[config.mk]
export PLATFORM = sky130hd
export DESIGN_NAME = pipelined_control_unit
export DESIGN_NICKNAME = d
export VERILOG_FILES = /design/src/rtl/pipelined_control_unit.sv
export SDC_FILE = /design/constraint.sdc
export NUM_CORES = 1
export LEC_CHECK = 0
export ABC_AREA = 0
export CORE_ASPECT_RATIO = 1.1
export CORE_MARGIN = 2
export CORE_UTILIZATION = 51
export CTS_CLUSTER_SIZE = 28
export DETAILED_ROUTE_END_ITERATION = 12
export PLACE_DENSITY = 0.8
export SLEW_MARGIN = 20
export SYNTH_ARGS = -nofsm -noshare
export SYNTH_HDL_FRONTEND = slang
export SYNTH_SLANG_ARGS = --single-unit
[constraint.sdc]
create_clock -name clk -period 3.8 [get_ports clk]
set_clock_uncertainty 0.05 [all_clocks]
set_input_delay 0.76 -clock clk [delete_from_list [all_inputs] [get_ports clk]]
set_output_delay 0.76 -clock clk [all_outputs]
set_load 0.05 [all_outputs]
[src/rtl/pipelined_control_unit.sv]
// -----------------------------------------------------------------------------
// pipelined_control_unit
//
// Main control for a 5-stage RV32I pipeline. Decodes the base opcode set in
// ID and carries the control bundle through the ID/EX, EX/MEM and MEM/WB stage
// registers. It also generates:
//   - the load-use stall (or a full RAW stall when forwarding is disabled),
//   - the IF/ID flush on a taken branch or jump,
//   - the EX operand forwarding selects.
//
// Ports
//   clk, reset               clock (rising edge), synchronous active-high reset
//   id_valid                 IF/ID holds a valid instruction
//   id_opcode                instr[6:0]
//   id_rs1, id_rs2, id_rd    register fields of the instruction in ID
//   ex_branch_taken          branch/jump resolved taken in EX this cycle
//   stall_pc, stall_ifid     hold PC and IF/ID
//   flush_ifid               invalidate IF/ID
//   ex_*                     EX-stage controls (valid, alu_src, alu_a_sel,
//                            alu_op, branch, jump, illegal)
//   fwd_a, fwd_b             00 regfile, 10 from MEM, 01 from WB
//   mem_*                    MEM-stage controls (valid, mem_read, mem_write)
//   wb_*                     WB-stage controls (valid, reg_write, wb_sel, rd)
//                            wb_sel: 00 ALU, 01 memory, 10 PC+4
// -----------------------------------------------------------------------------
module pipelined_control_unit #(
    parameter int REG_AW  = 5,
    parameter int ALUOP_W = 2,
    parameter bit FWD_EN  = 1'b1
) (
    input  logic               clk,
    input  logic               reset,
    input  logic               id_valid,
    input  logic [6:0]         id_opcode,
    input  logic [REG_AW-1:0]  id_rs1,
    input  logic [REG_AW-1:0]  id_rs2,
    input  logic [REG_AW-1:0]  id_rd,
    input  logic               ex_branch_taken,
    output logic               stall_pc,
    output logic               stall_ifid,
    output logic               flush_ifid,
    output logic               ex_valid,
    output logic               ex_alu_src,
    output logic               ex_branch,
    output logic               ex_jump,
    output logic [1:0]         ex_alu_a_sel,
    output logic [ALUOP_W-1:0] ex_alu_op,
    output logic               ex_illegal,
    output logic [1:0]         fwd_a,
    output logic [1:0]         fwd_b,
    output logic               mem_valid,
    output logic               mem_mem_read,
    output logic               mem_mem_write,
    output logic               wb_valid,
    output logic               wb_reg_write,
    output logic [1:0]         wb_sel,
    output logic [REG_AW-1:0]  wb_rd
);

    localparam logic [6:0] OP_R      = 7'b0110011;
    localparam logic [6:0] OP_IMM    = 7'b0010011;
    localparam logic [6:0] OP_LOAD   = 7'b0000011;
    localparam logic [6:0] OP_STORE  = 7'b0100011;
    localparam logic [6:0] OP_BRANCH = 7'b1100011;
    localparam logic [6:0] OP_JAL    = 7'b1101111;
    localparam logic [6:0] OP_JALR   = 7'b1100111;
    localparam logic [6:0] OP_LUI    = 7'b0110111;
    localparam logic [6:0] OP_AUIPC  = 7'b0010111;

    localparam logic [ALUOP_W-1:0] ALU_ADD = ALUOP_W'(2'b00);
    localparam logic [ALUOP_W-1:0] ALU_BR  = ALUOP_W'(2'b01);
    localparam logic [ALUOP_W-1:0] ALU_R   = ALUOP_W'(2'b10);
    localparam logic [ALUOP_W-1:0] ALU_I   = ALUOP_W'(2'b11);

    localparam logic [1:0] ASEL_RS1  = 2'b00;
    localparam logic [1:0] ASEL_PC   = 2'b01;
    localparam logic [1:0] ASEL_ZERO = 2'b10;

    localparam logic [1:0] WB_ALU = 2'b00;
    localparam logic [1:0] WB_MEM = 2'b01;
    localparam logic [1:0] WB_PC4 = 2'b10;

    typedef struct packed {
        logic               valid;
        logic               alu_src;
        logic [1:0]         alu_a_sel;
        logic [ALUOP_W-1:0] alu_op;
        logic               branch;
        logic               jump;
        logic               mem_read;
        logic               mem_write;
        logic               reg_write;
        logic [1:0]         wb_sel;
        logic               illegal;
        logic [REG_AW-1:0]  rd;
        logic [REG_AW-1:0]  rs1;
        logic [REG_AW-1:0]  rs2;
    } ex_bundle_t;

    typedef struct packed {
        logic              valid;
        logic              mem_read;
        logic              mem_write;
        logic              reg_write;
        logic [1:0]        wb_sel;
        logic [REG_AW-1:0] rd;
    } mem_bundle_t;

    typedef struct packed {
        logic              valid;
        logic              reg_write;
        logic [1:0]        wb_sel;
        logic [REG_AW-1:0] rd;
    } wb_bundle_t;

    ex_bundle_t  dec;
    ex_bundle_t  ex_d,  ex_q;
    mem_bundle_t mem_d, mem_q;
    wb_bundle_t  wb_d,  wb_q;

    logic uses_rs1, uses_rs2;
    logic ex_match, mem_match;
    logic load_use, raw_stall, hazard;
    logic flush, stall, bubble;
    logic mem_fwd_ok, wb_fwd_ok;

    // ID decode
    always_comb begin
        dec       = '0;
        uses_rs1  = 1'b0;
        uses_rs2  = 1'b0;
        dec.valid = 1'b1;
        dec.rd    = id_rd;
        dec.rs1   = id_rs1;
        dec.rs2   = id_rs2;
        case (id_opcode)
            OP_R: begin
                dec.alu_op    = ALU_R;
                dec.reg_write = 1'b1;
                uses_rs1      = 1'b1;
                uses_rs2      = 1'b1;
            end
            OP_IMM: begin
                dec.alu_src   = 1'b1;
                dec.alu_op    = ALU_I;
                dec.reg_write = 1'b1;
                uses_rs1      = 1'b1;
            end
            OP_LOAD: begin
                dec.alu_src   = 1'b1;
                dec.alu_op    = ALU_ADD;
                dec.mem_read  = 1'b1;
                dec.reg_write = 1'b1;
                dec.wb_sel    = WB_MEM;
                uses_rs1      = 1'b1;
            end
            OP_STORE: begin
                dec.alu_src   = 1'b1;
                dec.alu_op    = ALU_ADD;
                dec.mem_write = 1'b1;
                uses_rs1      = 1'b1;
                uses_rs2      = 1'b1;
            end
            OP_BRANCH: begin
                dec.alu_op    = ALU_BR;
                dec.branch    = 1'b1;
                uses_rs1      = 1'b1;
                uses_rs2      = 1'b1;
            end
            OP_JAL: begin
                dec.alu_src   = 1'b1;
                dec.alu_a_sel = ASEL_PC;
                dec.jump      = 1'b1;
                dec.reg_write = 1'b1;
                dec.wb_sel    = WB_PC4;
            end
            OP_JALR: begin
                dec.alu_src   = 1'b1;
                dec.alu_a_sel = ASEL_RS1;
                dec.jump      = 1'b1;
                dec.reg_write = 1'b1;
                dec.wb_sel    = WB_PC4;
                uses_rs1      = 1'b1;
            end
            OP_LUI: begin
                dec.alu_src   = 1'b1;
                dec.alu_a_sel = ASEL_ZERO;
                dec.reg_write = 1'b1;
            end
            OP_AUIPC: begin
                dec.alu_src   = 1'b1;
                dec.alu_a_sel = ASEL_PC;
                dec.reg_write = 1'b1;
            end
            default: begin
                dec.illegal = 1'b1;
            end
        endcase
        // x0 is never written, so a rd==0 writer must not look like a producer
        if (id_rd == '0) begin
            dec.reg_write = 1'b0;
        end
    end

    // Hazards, flush and stage-register next state
    always_comb begin
        ex_match  = (ex_q.rd != '0) &&
                    ((uses_rs1 && (ex_q.rd == id_rs1)) || (uses_rs2 && (ex_q.rd == id_rs2)));
        mem_match = (mem_q.rd != '0) &&
                    ((uses_rs1 && (mem_q.rd == id_rs1)) || (uses_rs2 && (mem_q.rd == id_rs2)));
        load_use  = id_valid && ex_q.valid && ex_q.mem_read && ex_match;
        raw_stall = id_valid &&
                    ((ex_q.valid && ex_q.reg_write && ex_match) ||
                     (mem_q.valid && mem_q.reg_write && mem_match));
        hazard    = load_use || (!FWD_EN && raw_stall);
        // The flushed instruction is discarded anyway, so flush wins over stall
        flush     = ex_branch_taken && !reset;
        stall     = hazard && !flush && !reset;
        bubble    = !id_valid || stall || flush;

        ex_d = bubble ? '0 : dec;

        mem_d           = '0;
        mem_d.valid     = ex_q.valid;
        mem_d.mem_read  = ex_q.mem_read;
        mem_d.mem_write = ex_q.mem_write;
        mem_d.reg_write = ex_q.reg_write;
        mem_d.wb_sel    = ex_q.wb_sel;
        mem_d.rd        = ex_q.rd;

        wb_d            = '0;
        wb_d.valid      = mem_q.valid;
        wb_d.reg_write  = mem_q.reg_write;
        wb_d.wb_sel     = mem_q.wb_sel;
        wb_d.rd         = mem_q.rd;
    end

    always_ff @(posedge clk) begin
        if (reset) begin
            ex_q  <= '0;
            mem_q <= '0;
            wb_q  <= '0;
        end else begin
            ex_q  <= ex_d;
            mem_q <= mem_d;
            wb_q  <= wb_d;
        end
    end

    // EX operand forwarding; the younger MEM result takes priority over WB
    always_comb begin
        mem_fwd_ok = mem_q.valid && mem_q.reg_write && (mem_q.rd != '0);
        wb_fwd_ok  = wb_q.valid && wb_q.reg_write && (wb_q.rd != '0);
        fwd_a      = 2'b00;
        fwd_b      = 2'b00;
        if (FWD_EN) begin
            if (mem_fwd_ok && (mem_q.rd == ex_q.rs1)) begin
                fwd_a = 2'b10;
            end else if (wb_fwd_ok && (wb_q.rd == ex_q.rs1)) begin
                fwd_a = 2'b01;
            end
            if (mem_fwd_ok && (mem_q.rd == ex_q.rs2)) begin
                fwd_b = 2'b10;
            end else if (wb_fwd_ok && (wb_q.rd == ex_q.rs2)) begin
                fwd_b = 2'b01;
            end
        end
    end

    assign stall_pc      = stall;
    assign stall_ifid    = stall;
    assign flush_ifid    = flush;

    assign ex_valid      = ex_q.valid;
    assign ex_alu_src    = ex_q.alu_src;
    assign ex_branch     = ex_q.branch;
    assign ex_jump       = ex_q.jump;
    assign ex_alu_a_sel  = ex_q.alu_a_sel;
    assign ex_alu_op     = ex_q.alu_op;
    assign ex_illegal    = ex_q.illegal;

    assign mem_valid     = mem_q.valid;
    assign mem_mem_read  = mem_q.mem_read;
    assign mem_mem_write = mem_q.mem_write;

    assign wb_valid      = wb_q.valid;
    assign wb_reg_write  = wb_q.reg_write;
    assign wb_sel        = wb_q.wb_sel;
    assign wb_rd         = wb_q.rd;

endmodule

### Yosys cells after proc, flatten, opt, wreduce, memory -nomap -nowiden

Cells that the tools add are included.

* bits in registers: 49
* bits of input ports: 26
* output and inout port bits: 28
* logic and storage cells: 93

* equality and inequality tests: 15
* mux-type cells: 18
* reductions and logical operators: 36

Operator list (count)
* == test 5 bit: 6
* two-way mux 29 bit: 1
* == test 7 x 6 -> 1 bit (second input constant): 3
* == test 7 bit (second input constant): 3
* logical AND 1 bit: 17
* nonzero test 5 bit: 3
* == test 7 x 5 -> 1 bit (second input constant): 2
* OR reduction 7 bit: 2
* two-way mux 1 bit: 12
* OR reduction 9 bit: 1
* case mux 2 bit (2 select lines): 2
* == test 7 x 2 -> 1 bit (second input constant): 1
* case mux 2 bit (3 select lines): 1
* OR reduction 2 bit: 3
* OR reduction 3 bit: 2
* OR reduction 6 bit: 1
* zero test 5 bit: 1
* two-way mux 2 bit: 2
* zero test 1 bit: 3
* logical OR 1 bit: 3

### Depth between registers and ports, before layout

* depth after elaboration: 12
* depth in mapped cells: 7

### Worst setup path before layout

OpenSTA, ideal clock, no wires.

* path type: reg-to-output
* start point: register mem_q, in the netlist mem_valid
* end point: output port fwd_a[0]
* arrival: 3.207 ns
* required time: 2.990 ns
* path slack: -0.217 ns
* cell stages (with the launch flop): 4
* cell sequence: dfxtp_1 o211ai_1 nor4_1 nor4_1

* longest elaborated chain between the ends: 4

RTL lines
* start, declared: RTL line 118 `mem_bundle_t mem_d, mem_q;`
* start signal, assigned: RTL line 245 `mem_q <= mem_d;`
* logical AND 1 bit (2 in a row): RTL line 252 `mem_fwd_ok = mem_q.valid && mem_q.reg_write && (mem_q.rd != '0);`
* logical AND 1 bit: RTL line 257 `if (mem_fwd_ok && (mem_q.rd == ex_q.rs1)) begin`
* two-way mux 2 bit: RTL line 257
* end, declared: RTL line 49 `output logic [1:0] fwd_a,`

No other way between the ends.

### Worst setup path in the final report

* start point: register mem_q[1] (netlist name)
* end point: output port fwd_b[0]

* longest elaborated chain between the ends: 4

RTL lines
* nonzero test 5 bit: RTL line 252
* logical AND 1 bit: RTL line 252
* logical AND 1 bit *: RTL line 262 `if (mem_fwd_ok && (mem_q.rd == ex_q.rs2)) begin`
* two-way mux 2 bit *: RTL line 262
* end, declared: RTL line 50 `output logic [1:0] fwd_b,`

Every way passes the cells marked *; elsewhere a longest branch is shown, timed or not.

==> out/metrics.yaml <==
grt_pass1_wl_mm: 6.513
topRoutingLayerUsed: "met4"
dieWidth_um: 62.67
drt_iter0_drc: 75
vdd_ir_drop_max_uv: 246.8
reg2reg_slack_ns: 1.84
htreeDepth: 2
yosys.area_share.adder: 0
clk_pin_slew_ns: 0.08
dieHeight_um: 68.53
rr_startpoint: "ex_q[12]"
power_frac_comb: 0.090
critPathLaunchType: "flip-flop"
wl_met1_mm: 1.621
yosysTopAreaCell: "dfxtp_1"
cts_tree: "yes"
synthesis.area_sq_um: 1931
hold_viol_final: 0
numPortBuffers: 53
syn_nets: 230
placed_area_sq_um: 2491
reg2reg_to: "ex_q[17]"
antenna_cells: 0
netSwitchingPower_uw: 211.9
power_mw: 1.020
antenna_left: 0
yosysSeqAreaShare: 0.4874
num-nets-final: 281
wl_met2_mm: 2.015
ys_seq_elements: 47
final_cell_area_sq_um: 2624
wl_mm: 3.937
rsz0062_at_grt: "false"
cts_setup_buffers: 0
initial_utilization: 0.5324
crit_type: "flip-flop to output port"
crit_end: "fwd_b[0]"
grt_pass1_vias: 1407
final_core_utilization: 0.7236
dieArea_sq_um: 4294
async_flop_share: 0
status: "completed"
crit_arrival_ns: 2.69
track_usage: 0.2024
drc_errors: 0
fmax_mhz: 285.8
drv_slew: 0
p_sw_frac: 0.2077
crit_required_ns: 2.99
antenna_found_initial: 0
clockPowerShare: 0.413
cp_max_fo: 4
cts_root_buf: "clkbuf_8"
drt-pass1-iter-count: 4
synth-edff-count: 0
synthFlopType: "dfxtp_1"
cts.path.max_buffers: 2
startpoint: "mem_q[1]"
clock-sinks: 47
max_slew.worst_pin.slew_ns: 0.5021
p_leak_nw: 1.080
rr_worst_depth: 5
share_seq_of_total_power: 0.497
synth-xor-area-share: 0.1361
synth-simple-area-share: 0.2566
io-pin-count: 54
area_growth_syn_to_layout_pct: 35.90
overflow: 0
core_region_area_sq_um: 3626
gp_congestion: 0.8914
yosysTopAreaCellShare: 0.4874
synth_compound_area_frac: 0.07129
syn_avg_cell_area_sq_um: 9.464
fin_crit_sh: 0.9209
cts_made_buffers: 5
min_period_ns: 3.499
drive_gt1_frac: 0.07422
viasPerCell: 5.049
yosysUniqueCellTypes: 32
endpoint_kind: "output port"
cts_resized: 0
yosysWarnings: 0
maxCapViolCount: 0
hold_class: "flip-flop to flip-flop"
synth_area_leaders: "dfxtp_1, xor2_1, nor2b_1"
vias: 1545
maxSlewHeadroom: 0.6642
postCtsHoldBufs: 0
clkLatencyLatePin_ns: 0.30
grt_max_degree: 20
intPower_uw: 808.3
synthMuxAreaShare: 0
met3RoutedLength_um: 205
setup_viol: 0
synth_top_family_by_area: "simple AND/OR/NAND/NOR gates"
wl_per_cell_um: 12.87
tns_ns: 0
synthCells: 204
fp-row-count: 23
p_per_area_nw_per_um2: 388.8
dp_hpwl_mm: 3.074
[placed cells by master (no fill, tap or decap)]
master	count
nor4_4	1
clkbuf_8	5
a2111oi_0	1
nor2_1	24
nand2b_1	1
clkdlybuf4s50_1	51
xnor2_1	6
nand2_1	20
nand4_1	2
nor3_1	1
xor2_1	24
o2111ai_2	1
nor4b_1	2
a2bb2oi_1	1
and2_1	1
nor2b_1	20
a2111oi_2	1
buf_12	2
inv_1	1
o211ai_1	2
a211oi_1	1
a21oi_1	6
a21oi_2	1
nand3_1	5
dfxtp_1	47
buf_4	5
o21bai_1	1
clkbuf_1	1
nor3_2	1
bufinv_16	2
a31oi_1	1
o21ai_0	3
or4_1	6
nor4_1	9
[power groups by stage]
| stage | registers [mW] | clock network [mW] | logic, mW |
|---|---|---|---|
| 2_1_floorplan | 0.524 | 0 | 0.0411 |
| 3_3_place_gp | 0.518 | 0 | 0.0919 |
| 3_5_place_dp | 0.519 | 0 | 0.0922 |
| 4_1_cts | 0.507 | 0.426 | 0.0926 |
| 5_1_grt | 0.508 | 0.448 | 0.100 |
| 6_report | 0.507 | 0.421 | 0.0921 |
[final cells by class]
class | instances | area (sq um)
multi-input cells | 142 | 895.9
fillers | 287 | 1002
clock inverters | 2 | 60.06
clock buffers | 6 | 72.57
flip-flops and latches | 47 | 940.9
repair buffers | 58 | 588.1
inverters | 1 | 3.754
well taps | 50 | 62.56
[worst min-delay path by stage]
stage | to | depth (start not counted) | from | slack, ns
after floorplan | mem_mem_write | 1 | ex_q[19] | 0.36
after global placement | mem_q[7] | 1 | ex_q[18] | 0.37
after detailed placement | mem_q[7] | 1 | ex_q[18] | 0.37
after CTS | mem_q[7] | 1 | ex_q[18] | 0.39
after global routing | mem_q[6] | 1 | ex_q[17] | 0.41
final | mem_q[7] | 1 | ex_q[18] | 0.39
[cell families (layout without fill, tap and decap cells)]
kind of cell              after synthesis  in the layout
and+or+nand+nor                        93             93
DFF                                    47             47
xor gates and xnor gates               30             30
AOI/OAI and AO/OA                      19             19
buffers and inverters                  15             67
[per-layer routing]
| metal | up-vias | track usage |
|---|---|---|
| met5 | - | 0 |
| met3 | 7 | 0.06006 |
| li1 | 785 | - |
| met1 | 709 | 0.2262 |
| met4 | 0 | 0.1111 |
| met2 | 44 | 0.3548 |
[flip-flops by register name (all words and copies together) (netlist names)]
register	cells
mem_q	7
wb_sel	2
ex_alu_a_sel	2
ex_alu_src	1
mem_valid	1
wb_valid	1
mem_mem_write	1
wb_reg_write	1
ex_q	19
mem_mem_read	1
ex_valid	1
wb_rd	5
ex_jump	1
ex_illegal	1
ex_branch	1
ex_alu_op	2
[synth_stat cells (all sizes together), types with 3 or more instances]
cell type,n
nand3,5
clkbuf,4
a21oi,7
dfxtp,47
nor2,24
buf,10
xnor2,6
nor4,10
nand2,20
xor2,24
or4,6
nor2b,20
o21ai,3
[stage by stage]
| stage | setup slack, ns | hold WS (ns) | std cells |
|---|---|---|---|
| final | 0.3006 | 0.3913 | 306 |
| after floorplan | -0.2173 | 0.3638 | 204 |
| after global routing | 0.06897 | 0.4077 | 306 |
| after CTS | 0.2658 | 0.3924 | 306 |
| after detailed placement | 0.5102 | 0.3748 | 298 |
| after global placement | 0.5411 | 0.3688 | 298 |
[critical path, cell delays in order (launching register included)]
cell	delay, ns
dfxtp_1	0.35
or4_1	0.54
o211ai_1	0.25
nor4_1	0.12
nor4_1	0.28
clkdlybuf4s50_1	0.84
Power figures use the tool's default switching activity.
